<file path="src/rtl/eth_phy_mdio_ctrl.sv">
// Management controller for an external 88E1111-class PHY. It sequences the hardware reset,
// writes the control register over clause-22 MDIO, then polls the status register.
module eth_phy_mdio_ctrl #(
    parameter logic [4:0]  PHY_ADDR     = 5'd7,
    parameter int unsigned MDC_DIV      = 50,
    parameter int unsigned RESET_CYCLES = 1250000,
    parameter int unsigned POLL_CYCLES  = 12500000,
    parameter logic [15:0] CTRL_VALUE   = 16'h9140
) (
    input  logic       clock125,
    input  logic       reset,
    input  logic       restart,
    output logic       phy_reset_n,
    output logic       mdio_mdc,
    output logic       mdio_o,
    output logic       mdio_t,
    input  logic       mdio_i,
    output logic       init_done,
    output logic       busy,
    output logic       link_up,
    output logic [1:0] speed,
    output logic       duplex,
    output logic       phy_error
);
    // state     | meaning
    // RST_HOLD  | phy_reset_n held low
    // RST_WAIT  | phy_reset_n released, settling
    // CFG_WR    | control register write frame
    // POLL_WAIT | idle gap between status polls
    // POLL_RD   | status register read frame
    typedef enum logic [2:0] {RST_HOLD, RST_WAIT, CFG_WR, POLL_WAIT, POLL_RD} state_t;

    localparam logic [7:0]  DIV_TC    = 8'(MDC_DIV - 1);
    localparam logic [31:0] RST_LOAD  = 32'(RESET_CYCLES - 1);
    localparam logic [31:0] POLL_LOAD = 32'(POLL_CYCLES - 1);
    localparam logic [63:0] WR_FRAME  = {32'hFFFF_FFFF, 2'b01, 2'b01, PHY_ADDR, 5'h00, 2'b10, CTRL_VALUE};
    localparam logic [63:0] RD_FRAME  = {32'hFFFF_FFFF, 2'b01, 2'b10, PHY_ADDR, 5'h11, 2'b11, 16'hFFFF};

    state_t      state_q, state_d;
    logic [31:0] tmr_q, tmr_d;
    logic [7:0]  div_q, div_d;
    logic [5:0]  bit_q, bit_d;
    logic [62:0] tx_q, tx_d;
    logic        mdc_q, mdc_d, mdo_q, mdo_d, mdt_q, mdt_d, busy_q, busy_d;
    logic        rd_q, rd_d, pend_q, pend_d, upd_q, upd_d, ta_err_q, ta_err_d;
    logic [1:0]  spd_rx_q, spd_rx_d, lnk_rx_q, lnk_rx_d;
    logic        dup_rx_q, dup_rx_d;
    logic        phy_rst_n_q, phy_rst_n_d, init_done_q, init_done_d;
    logic        link_q, link_d, duplex_q, duplex_d, err_q, err_d;
    logic [1:0]  speed_q, speed_d;

    logic div_tc, mdc_rise, mdc_fall, frame_end, tmr_tc, idle_st, act, start_wr, start_rd;

    assign div_tc    = busy_q && (div_q == DIV_TC);
    assign mdc_rise  = div_tc && !mdc_q;
    assign mdc_fall  = div_tc && mdc_q;
    assign frame_end = mdc_fall && (bit_q == 6'd63);
    assign tmr_tc    = (tmr_q == 32'd0);
    assign idle_st   = (state_q == RST_HOLD) || (state_q == RST_WAIT) || (state_q == POLL_WAIT);
    // A pending restart waits for the frame boundary so a frame is never cut short.
    assign act       = pend_q && (idle_st || frame_end);
    assign start_wr  = (state_q == RST_WAIT) && tmr_tc && !act;
    assign start_rd  = (state_q == POLL_WAIT) && tmr_tc && !act;

    always_ff @(posedge clock125 or posedge reset) begin
        if (reset) state_q <= RST_HOLD;
        else       state_q <= state_d;
    end

    always_comb begin
        state_d = state_q;
        if (act) begin
            state_d = RST_HOLD;
        end else begin
            case (state_q)
                RST_HOLD:  if (tmr_tc)    state_d = RST_WAIT;
                RST_WAIT:  if (tmr_tc)    state_d = CFG_WR;
                CFG_WR:    if (frame_end) state_d = POLL_WAIT;
                POLL_WAIT: if (tmr_tc)    state_d = POLL_RD;
                POLL_RD:   if (frame_end) state_d = POLL_WAIT;
                default:                  state_d = RST_HOLD;
            endcase
        end
    end

    always_comb begin
        tmr_d = tmr_q; div_d = div_q; bit_d = bit_q; tx_d = tx_q;
        mdc_d = mdc_q; mdo_d = mdo_q; mdt_d = mdt_q; busy_d = busy_q;
        rd_d = rd_q; upd_d = 1'b0; ta_err_d = ta_err_q;
        spd_rx_d = spd_rx_q; dup_rx_d = dup_rx_q; lnk_rx_d = lnk_rx_q;
        phy_rst_n_d = phy_rst_n_q; init_done_d = init_done_q;
        link_d = link_q; speed_d = speed_q; duplex_d = duplex_q; err_d = err_q;
        pend_d = restart | (pend_q & ~act);

        case (state_q)
            RST_HOLD: begin
                if (tmr_tc) begin
                    tmr_d       = RST_LOAD;
                    phy_rst_n_d = 1'b1;
                end else begin
                    tmr_d = tmr_q - 32'd1;
                end
            end
            RST_WAIT, POLL_WAIT: if (!tmr_tc) tmr_d = tmr_q - 32'd1;
            default:             if (frame_end) tmr_d = POLL_LOAD;
        endcase

        if (start_wr || start_rd) begin
            busy_d = 1'b1; div_d = 8'd0; mdc_d = 1'b0; bit_d = 6'd0;
            rd_d   = start_rd;
            tx_d   = start_rd ? RD_FRAME[62:0] : WR_FRAME[62:0];
            mdo_d  = WR_FRAME[63];
            mdt_d  = 1'b0;
        end

        if (busy_q) begin
            div_d = div_tc ? 8'd0 : div_q + 8'd1;
            if (div_tc) mdc_d = ~mdc_q;
        end

        // Only the status fields actually published are captured from the read data.
        if (mdc_rise && rd_q) begin
            case (bit_q)
                6'd47: ta_err_d    = mdio_i;
                6'd48: spd_rx_d[1] = mdio_i;
                6'd49: spd_rx_d[0] = mdio_i;
                6'd50: dup_rx_d    = mdio_i;
                6'd52: lnk_rx_d[1] = mdio_i;
                6'd53: lnk_rx_d[0] = mdio_i;
                6'd63: upd_d       = 1'b1;
                default: ;
            endcase
        end

        if (mdc_fall) begin
            if (bit_q == 6'd63) begin
                busy_d = 1'b0; mdc_d = 1'b0; mdo_d = 1'b1; mdt_d = 1'b1;
                if (state_q == CFG_WR) init_done_d = 1'b1;
            end else begin
                bit_d = bit_q + 6'd1;
                tx_d  = {tx_q[61:0], 1'b0};
                mdo_d = tx_q[62];
                mdt_d = rd_q && (bit_q >= 6'd45);
            end
        end

        if (upd_q) begin
            if (ta_err_q) begin
                err_d  = 1'b1;
                link_d = 1'b0;
            end else begin
                err_d    = 1'b0;
                link_d   = &lnk_rx_q;
                speed_d  = (&spd_rx_q) ? 2'b00 : spd_rx_q;
                duplex_d = dup_rx_q;
            end
        end

        if (act) begin
            tmr_d = RST_LOAD; phy_rst_n_d = 1'b0; init_done_d = 1'b0;
            link_d = 1'b0; err_d = 1'b0;
        end
    end

    always_ff @(posedge clock125 or posedge reset) begin
        if (reset) begin
            tmr_q <= RST_LOAD; div_q <= 8'd0; bit_q <= 6'd0; tx_q <= '0;
            mdc_q <= 1'b0; mdo_q <= 1'b1; mdt_q <= 1'b1; busy_q <= 1'b0;
            rd_q <= 1'b0; pend_q <= 1'b0; upd_q <= 1'b0; ta_err_q <= 1'b0;
            spd_rx_q <= 2'b00; dup_rx_q <= 1'b0; lnk_rx_q <= 2'b00;
            phy_rst_n_q <= 1'b0; init_done_q <= 1'b0;
            link_q <= 1'b0; speed_q <= 2'b00; duplex_q <= 1'b0; err_q <= 1'b0;
        end else begin
            tmr_q <= tmr_d; div_q <= div_d; bit_q <= bit_d; tx_q <= tx_d;
            mdc_q <= mdc_d; mdo_q <= mdo_d; mdt_q <= mdt_d; busy_q <= busy_d;
            rd_q <= rd_d; pend_q <= pend_d; upd_q <= upd_d; ta_err_q <= ta_err_d;
            spd_rx_q <= spd_rx_d; dup_rx_q <= dup_rx_d; lnk_rx_q <= lnk_rx_d;
            phy_rst_n_q <= phy_rst_n_d; init_done_q <= init_done_d;
            link_q <= link_d; speed_q <= speed_d; duplex_q <= duplex_d; err_q <= err_d;
        end
    end

    assign phy_reset_n = phy_rst_n_q;
    assign mdio_mdc    = mdc_q;
    assign mdio_o      = mdo_q;
    assign mdio_t      = mdt_q;
    assign init_done   = init_done_q;
    assign busy        = busy_q;
    assign link_up     = link_q;
    assign speed       = speed_q;
    assign duplex      = duplex_q;
    assign phy_error   = err_q;

endmodule

</file>
<file path="config.mk">
export PLATFORM = sky130hd
export DESIGN_NAME = eth_phy_mdio_ctrl
export DESIGN_NICKNAME = d
export VERILOG_FILES = /design/src/rtl/eth_phy_mdio_ctrl.sv
export SDC_FILE = /design/constraint.sdc
export NUM_CORES = 1
export LEC_CHECK = 0
export BUFFER_PORTS_ARGS = -buffer_cell sky130_fd_sc_hd__buf_2
export CORE_UTILIZATION = 25
export CTS_CLUSTER_SIZE = 24
export DETAILED_ROUTE_END_ITERATION = 8
export PLACE_DENSITY = 0.36
export SYNTH_ARGS = -nofsm -noshare
export SYNTH_HDL_FRONTEND = slang
export SYNTH_SLANG_ARGS = --single-unit
</file>
<file path="constraint.sdc">
create_clock -name clock125 -period 5.1 [get_ports clock125]
set_input_delay 1.02 -clock clock125 [delete_from_list [all_inputs] [get_ports clock125]]
set_output_delay 1.02 -clock clock125 [all_outputs]
set_load 0.01 [all_outputs]
</file>
After elaboration in Yosys (flattened, before gate mapping)
Index checks and enable logic that the tools add are counted.

Add/subtract/negate cells: 3. $lt $le $gt $ge: 1. Equality and inequality tests: 17. Muxes and demuxes: 51. Bitwise logic cells: 5. Reduce and logical (&&, ||, !) cells: 43.

Operators by type and width (count): $mux W63 (3); $mux W32 (4); $pmux W32 S2 (1); $eq A6 B6 Y1 const B (7); $logic_not A32 Y1 (1); $sub A32 B1 Y32 const B (1); $mux W30 (1); $mux W1 (29); $mux W8 (3); $reduce_and A2 Y1 (11); $mux W6 (3); $reduce_bool A2 Y1 (8); $mux W3 (5); $ne A3 B3 Y1 const B (4); $pmux W3 S4 (1); $logic_and A1 B1 Y1 (11); $add A8 B1 Y8 const B (1); $eq A8 B6 Y1 const B (1); $add A6 B1 Y6 const B (1); $eq A3 B2 Y1 const B (2); $ge A6 B6 Y1 const B (1); $logic_or A1 B1 Y1 (4); $reduce_and A4 Y1 (1); $reduce_bool A4 Y1 (1); other kinds (11) (15).

Register bits: 132. Bits of input ports: 4. Output and inout port bits: 11. Logic and storage cells: 144.

Logic depth before layout (Yosys ltp)
Gate-level depths: netlist of run 1.

Depth after elaboration: 14. Mapped depth: 9. Mapped depth without buffers: 8.

Worst setup path after synthesis of run 1
No wires, ideal clock.

Path type: flip-flop to flip-flop. Start: register tmr_q[1]. End: register tmr_q[27]. Arrival time: 2.042 ns. Required time: 4.981 ns. Setup slack: 2.939 ns. Cell stages (with the launch flop): 9. Path buffers: 0. Clock period less this slack: 2.161 ns. Cell sequence: dfstp_2 > inv_1 > ha_1 > nor4b_1 > nand4_1 > nor4_4 > and4bb_2 > xnor2_1 > nor2_1.

Cells in the longest elaborated chain, start to end: 4. Elaborated cells on any way between the ends: 8. Those cells by class: add/sub (1); eq/ne (1); mux (4); reduce/logical (2).

RTL lines: from (decl) (RTL line 40) `logic [31:0] tmr_q, tmr_d;`; from (signal assigned) (RTL line 174) `tmr_q <= tmr_d; div_q <= div_d; bit_q <= bit_d; tx_q <= tx_d;`; $sub A32 B1 Y32 or $logic_not A32 Y1 (tied branches) (RTL line 101, 104, 58); $mux W32, on equally long branches (RTL line 104, 97); $pmux W32 S2 (RTL line 95) `case (state_q)`; $mux W32 (RTL line 159) `if (act) begin`.

Parallel ways exist; a longest one is shown, timed or not. The select of a mux whose other input is x is not followed. A chain may end at the register's enable or synchronous reset.

Final worst setup path of run 1
Start: register tmr_q[1]. End: register div_q[7].

Cells in the longest elaborated chain, start to end: 5. Elaborated cells on any way between the ends: 7. Those cells by class: reduce/logical (7).

RTL lines: $logic_not A32 Y1 * (RTL line 58) `assign tmr_tc = (tmr_q == 32'd0);`; $logic_and A1 B1 Y1, on equally long branches (2 in series) (RTL line 62, 63); $logic_or A1 B1 Y1 * (RTL line 108) `if (start_wr || start_rd) begin`; $reduce_bool A2 Y1 (no source line) *; to (signal assigned) (RTL line 174); to (decl) (RTL line 41) `logic [7:0] div_q, div_d;`.

Every way passes the cells marked *; elsewhere a longest branch is shown, timed or not.

==> results of run 1 <==
-- layout by cell type (no fill, tap or decap), types with 8 or more instances in the layout --
| master | count |
|---|---|
| buf_2 | 14 |
| or3_1 | 9 |
| and3_1 | 9 |
| dfrtp_1 | 119 |
| inv_1 | 8 |
| nand3_1 | 26 |
| nor3_1 | 14 |
| dfstp_2 | 13 |
| ha_1 | 9 |
| nand2_1 | 149 |
| a31oi_1 | 27 |
| nor2_1 | 57 |
| a21oi_1 | 20 |
| nand4_1 | 12 |
| o21ai_0 | 76 |
| clkbuf_16 | 17 |
| nor4_1 | 13 |
| xnor2_1 | 8 |
-- flip-flops by register name, summed over array words and instances (netlist names), 2 cells and up --
| register | count |
|---|---|
| tx_q | 63 |
| tmr_q | 32 |
| div_q | 8 |
| bit_q | 6 |
| state_q | 3 |
| lnk_rx_q | 2 |
| spd_rx_q | 2 |
| speed | 2 |
-- synth_stat cells (12+ instances only) --
library cell	n
nand3_1	26
dfrtp_1	119
a31oi_1	27
nand2_1	150
nor2_1	58
a21oi_1	20
clkbuf_1	25
dfstp_2	13
nor3_1	14
o21ai_0	76
nand4_1	12
nor4_1	13
-- per-stage QoR --
stage,total power [W],util
final,0.00236,0.293
after global routing,0.00247,0.293
after CTS,0.00241,0.293
after detailed placement,0.00117,0.270
after global placement,0.00117,0.270
after floorplan,0.00115,-
-- power groups by stage --
| stage | clock network [W] | registers, W | logic [W] |
|---|---|---|---|
| 4_1_cts | 0.00126 | 0.00108 | 0.0000680 |
| 2_1_floorplan | 0 | 0.00110 | 0.0000492 |
| 3_3_place_gp | 0 | 0.00110 | 0.0000672 |
| 3_5_place_dp | 0 | 0.00110 | 0.0000678 |
| 6_report | 0.00121 | 0.00108 | 0.0000646 |
| 5_1_grt | 0.00131 | 0.00109 | 0.0000770 |
-- worst min-delay path: cells and delay by family, from the launching register on --
family           cells  cell delay, ps
DFF                  1             340
and+or+nand+nor      2             100
-- layout make-up --
cell class / instances / area [um2] / area share
Clock inverter: 15 / 154 / 0.0210
Timing Repair Buffer: 20 / 115 / 0.0157
Inverter: 9 / 38.8 / 0.00529
Tap cell: 330 / 413 / 0.0563
Clock buffer: 17 / 425 / 0.0580
Multi-Input combinational cell: 517 / 2870 / 0.391
Sequential cell: 132 / 3320 / 0.453
-- worst max-delay path by stage --
stage	startpoint	endpoint	slack [ps]	cells after the start
finish	tmr_q[1]	div_q[7]	2120	8
global route	tmr_q[1]	div_q[6]	1750	8
CTS	tmr_q[1]	div_q[7]	2020	8
detailed placement	tmr_q[1]	div_q[7]	2070	8
global placement	tmr_q[1]	div_q[7]	2090	8
floorplan	reset	bit_q[0]	580	1
-- kinds of logic after synthesis --
family                     share of synthesized area
DFF                                            0.522
AOI/OAI and AO/OA                              0.149
muxes                                         0.0187
and+or+nand+nor                                0.250
xor gates and xnor gates                      0.0138
buffers and inverters                         0.0287
adders and majority gates                     0.0177
-- routing by layer --
layer | vias up | share of wire | wire length (um)
li1 | 2475 | - | -
met1 | 2541 | 0.48 | 7800
met2 | 106 | 0.46 | 7540
met3 | 20 | 0.044 | 719
met4 | 0 | 0.015 | 248
met5 | - | 0 | 0
==> summary.md, run 1 <==
| Metric | Value |
|---|---|
| Total Neg Setup Slack | 0 ps |
| GPL Wtd Cong | 0.829 |
| Placed Instance Area | 6750 um2 |
| Bufs on Longest Clock Path | 2 |
| Setup Crit Path Kind | reg2reg |
| Ys flop type | dfrtp_1 |
| DR iter-0 viols | 419 |
| CP Launch Type | flop |
| Final cell count without fillers | 1040 |
| Cts hold-fix bufs | 0 |
| Hold path cells | 2 |
| GRT busiest layer | met2 |
| Post-CTS Setup Bufs | 0 |
| 1st-pass router iterations | 5 |
| Via count | 5142 |
| First-pass GRT wire length | 27400 um |
| GR met1 Demand/Resource | 0.178 |
| CP delay by family, top | simple AND/OR/NAND/NOR gates |
| Core area | 25000 um2 |
| DRC Markers | 0 |
| Final Hold Vio Count | 0 |
| Hold Startpoint | tx_q[54] |
| Clk root buf | clkbuf_16 |
| F_max | 0.336 GHz |
| Period utilization | 0.584 |
| Clock Skew | 11.6 ps |
| M3 GR Usage | 0.0336 |
| Hold Crit Class | reg2reg |
| Total gr overflow | 0 |
| Grt met2 use | 0.209 |
| Initial cell density of the core | 0.254 |
| Htree depth | 4 |
| Syn_nets | 705 |
| Vias in the first global route | 5076 |
| Final setup viols | 0 |
| CP peak stage delay | 790 ps |
| Reg2reg setup slack | 2120 ps |
| Bufs and invs on worst path | 1 |
| Max Slew Vio Count | 0 |
| Skew-Pair Late Insertion Delay | 430 ps |
| Drt wl/cell | 15.7 um |
| Net Switching | 0.000621 W |
| Initial antenna violation count | 0 |
| Post-synth EDFFs | 0 |
| Worst Hold End | tx_q[55] |
| Via density | 4.94 |
| Post-DRT Antenna Nets | 0 |
| Fraction of layout cells with a size suffix above 1 | 0.125 |
| R2R depth | 8 |
| Fin area | 7330 um2 |
| CP required | 5400 ps |
| # resized after CTS | 0 |
| Static leakage | 3.32 nW |
| Worst vdd ir | 0.000160 V |
| Gate power share | 0.027 |
| Largest area contributor in the netlist | dfrtp_1 |
| Dpl cells | 1008 |
| CP cell instances | inv_1 > ha_1 > nor4b_1 > nand4_1 > nor4_4 > nor2_1 > o21ai_0 > o31ai_1 |
| Synth Instances | 692 |
| Share of the synthesized area in the top cell type | 0.468 |
| Die ar. | 26100 um2 |
| Endpoint type of the worst setup path | flop |
| Yosys warning count | 0 |
| Area growth syn-to-layout | 15.3% |
| Slowest CP cell | nor4_4 |
| Die W | 161 um |
| Chip Height | 161 um |
| Row count | 58 |
| Largest net degree at the start of global routing | 108 |
| Worst R2R End | div_q[7] |
| Pwr dens | 322 nW/um2 |
| Critical Path Fanout Max | 10 |
| Final Net Count | 710 |
| Internal power | 0.00174 W |
| IO Pins | 15 |
| Sequential area share after synthesis | 0.522 |
| Final HPWL DP | 10200 um |
| Synthesized cell area | 6360 um2 |
| Max-cap viol count | 0 |
| Netlist cell types | 58 |
| Worst Setup Slack, final | 2120 ps |
| Clock sinks | 132 |
| Hold slack | 458 ps |
| RSZ-0062 raised after global routing | no |
| Ys async rst share | 1.00 |
| Avg Synthesized Cell Area | 9.19 um2 |
| Inserted Clock Buffers | 17 |
| Flop pwr share | 0.459 |
| Synth area leaders | dfrtp_1 47%, nand2_1 8.9%, o21ai_0 6.0%, dfstp_2 5.4%, nor2_1 3.4% |
| PortBufs | 14 |
| Slew Limit Headroom | 0.301 |
| GRT Overall Usage | 0.134 |
| Final wirelength | 16300 um |
| Outcome | finished clean |
| Worst-path clk slew | 70 ps |
| Synthesized flop and latch total | 132 |
| Net Sw Frac | 0.263 |
| CTS tree | built |
| Fill cells | 2648 |
| Share of power burned in the clock network | 0.514 |
| Tightest Pin Transition | 1040 ps |
| Antenna diode count | 0 |
| Worst r2r src | tmr_q[1] |
| DP Worst Slack | 2070 ps |
| Worst path arrival time | 3280 ps |
| Tmin final | 2980 ps |
No activity file was read; power rests on OpenSTA's default activity.
==> inputs of run 2 (changes only) <==
ABC_AREA = 1   (was default)
clock period = 3.11 ns   (was 5.1 ns; I/O delays follow)
==> run 2 against run 1 <==
Net effect: largest power group unchanged; die area up 8.6%; utilization rose by 0.10 points; register-to-register slack got worse by 1500 ps; critical path type unchanged; highest routed layer unchanged.
==> summary.md, run 2 <==
| Metric | Value |
|---|---|
| Period utilization | 0.801 |
| Outcome | finished clean |
| Core area | 27000 um2 |
| Slew Limit Headroom | 0.455 |
| Final Hold Vio Count | 0 |
| Synthesized flop and latch total | 132 |
| Final wirelength | 19000 um |
| Endpoint type of the worst setup path | flop |
| Row count | 60 |
| Internal power | 0.00286 W |
| Static leakage | 4.27 nW |
| Reg2reg setup slack | 620 ps |
| PortBufs | 14 |
| Final HPWL DP | 13500 um |
| DP Worst Slack | 555 ps |
| Antenna diode count | 0 |
| Commonest non-fill, non-tap cell in the layout | nand2_1 |
| Bufs on Longest Clock Path | 2 |
| Syn_nets | 891 |
| Max reg flops | 63 |
| Largest area contributor in the netlist | dfrtp_1 |
| Die W | 168 um |
| Share of the synthesized area in the top cell type | 0.431 |
| Worst path arrival time | 2820 ps |
| RSZ-0062 raised after global routing | no |
| CP Launch Type | flop |
| Share of power burned in the clock network | 0.513 |
| First-pass GRT wire length | 31500 um |
| Area growth syn-to-layout | 14.9% |
| Worst vdd ir | 0.000379 V |
| Pwr dens | 468 nW/um2 |
| Via density | 4.44 |
| Sequential area share after synthesis | 0.480 |
| Most frequent cell after synthesis | nand2_1 |
| Avg Synthesized Cell Area | 7.87 um2 |
| Final Net Count | 910 |
| GPL Wtd Cong | 0.816 |
| IO Pins | 15 |
| Inserted Clock Buffers | 17 |
| Clk root buf | clkbuf_16 |
| Synth Instances | 878 |
| Worst-path clk slew | 70 ps |
| Post-synth top cells | 195 x nand2_1, 132 x inv_1, 119 x dfrtp_1, 98 x nand3_1, 95 x nor2_1 |
| Post-DRT Antenna Nets | 0 |
| Netlist cell types | 40 |
| Commonest cells after routing, fill and taps aside | 195 x nand2_1, 131 x inv_1, 119 x dfrtp_1 |
| DRC Markers | 0 |
| Cts hold-fix bufs | 0 |
| Max Slew Vio Count | 0 |
| Yosys warning count | 0 |
| Largest net degree at the start of global routing | 69 |
| Gate power share | 0.021 |
| Total gr overflow | 0 |
| Via count | 5548 |
| Skew-Pair Late Insertion Delay | 430 ps |
| Net Sw Frac | 0.230 |
| Net Switching | 0.000855 W |
| Total Neg Setup Slack | 0 ps |
| DR iter-0 viols | 364 |
| Top Registers | tx_q: 63 flops, tmr_q: 32 flops, div_q: 8 flops |
| Synth area leaders | dfrtp_1 43%, nand2_1 11%, inv_1 7.2%, nand3_1 7.1%, nor2_1 5.2% |
| Ys async rst share | 1.00 |
| Clock Skew | 16.3 ps |
| Post-CTS Setup Bufs | 0 |
| CTS tree | built |
| Hold Crit Class | in2async |
| Tightest Pin Transition | 815 ps |
| Chip Height | 168 um |
| Setup Crit Path Kind | reg2reg |
| Die ar. | 28300 um2 |
| Max-cap viol count | 0 |
| Final setup viols | 0 |
| Clock sinks | 132 |
| Drt wl/cell | 15.2 um |
| Post-synth EDFFs | 0 |
| Final cell count without fillers | 1249 |
| Flop pwr share | 0.465 |
| Vias in the first global route | 5738 |
| Fraction of layout cells with a size suffix above 1 | 0.0991 |
| Critical Path Fanout Max | 68 |
| # resized after CTS | 0 |
| 1st-pass router iterations | 4 |
| Initial antenna violation count | 0 |
| Post-layout util | 0.294 |
| F_max | 0.402 GHz |
| CP required | 3440 ps |
| Worst Setup Slack, final | 620 ps |
| Ys flop type | dfrtp_1 |
| Htree depth | 4 |
| Initial cell density of the core | 0.256 |
| Top reg by flops | tx_q |
| GRT Overall Usage | 0.144 |
| Synthesized cell area | 6910 um2 |
| Dpl cells | 1219 |
| Hold slack | 334 ps |
| Tmin final | 2490 ps |
==> run 2: changes by cell type in the layout (fill, tap and decap cells not counted), sizes merged, moves of 18 or more <==
cell,change
o22ai,+42
nand2,+50
nor4,-18
nand3,+74
nor2,+40
inv,+113
a31oi,-24
xor2,+21
o21ai,-41
==> run 2: cell type report <==
class	count	area, um2
Multi-Input combinational cell	584	2930
Clock buffer	19	443
Sequential cell	132	3320
Inverter	135	510
Clock inverter	11	108
Fill cell	2962	19100
Timing Repair Buffer	27	205
Tap cell	341	427
==> run 2: worst paths after layout <==
check	from	to	cells past startpoint
worst min register to register	duplex	duplex	2
min in group clock125	restart	pend_q	2
worst min-delay path	reset	tx_q[4]	2
worst max register to register	div_q[0]	tx_q[22]	9
worst max-delay path	div_q[0]	tx_q[22]	9
max in group asynchronous	reset	tmr_q[6]	3
==> run 2: critical path, cell delays in order (launching register included) <==
cell and delay, ps:
dfrtp_1 430, ha_1 210, nand2_1 70, nor2_2 50, nand3_2 150, nor2_1 90, inv_2 70, buf_4 580
nand4_2 500, o211ai_1 230
==> run 2: cell families (layout without fill, tap and decap cells) <==
kind of cell	Yosys count	after routing	share of synthesized area
xor+xnor	25	25	0.0317
fa+ha+maj	9	9	0.0163
buf+inv	162	192	0.0959
compound gates	109	109	0.0945
flops	132	132	0.480
simple gates	441	441	0.282
==> run 2: metal layers <==
| layer | routed length (um) | part of all wire | vias to the layer above | global-route usage |
|---|---|---|---|---|
| met5 | 0 | 0 | - | 0 |
| met4 | 396 | 0.021 | 0 | 0.0534 |
| met3 | 326 | 0.017 | 18 | 0.0282 |
| met2 | 9470 | 0.50 | 47 | 0.248 |
| met1 | 8820 | 0.46 | 2593 | 0.177 |
| li1 | - | - | 2890 | - |
==> run 2: power by group through the flow <==
stage | clock (W) | sequential [W] | combinational [W]
final | 0.00191 | 0.00173 | 0.0000796
after global routing | 0.00206 | 0.00173 | 0.0000940
after CTS | 0.00198 | 0.00173 | 0.0000853
after detailed placement | 0 | 0.00176 | 0.0000852
after global placement | 0 | 0.00176 | 0.0000855
after floorplan | 0 | 0.00176 | 0.0000504
==> run 2: per-stage QoR <==
| stage | power (W) | cell area [um2] |
|---|---|---|
| 3_3_place_gp | 0.00184 | 7390 |
| 2_1_floorplan | 0.00181 | 6920 |
| 6_report | 0.00371 | 7940 |
| 4_1_cts | 0.00380 | 7940 |
| 3_5_place_dp | 0.00184 | 7390 |
| 5_1_grt | 0.00388 | 7940 |
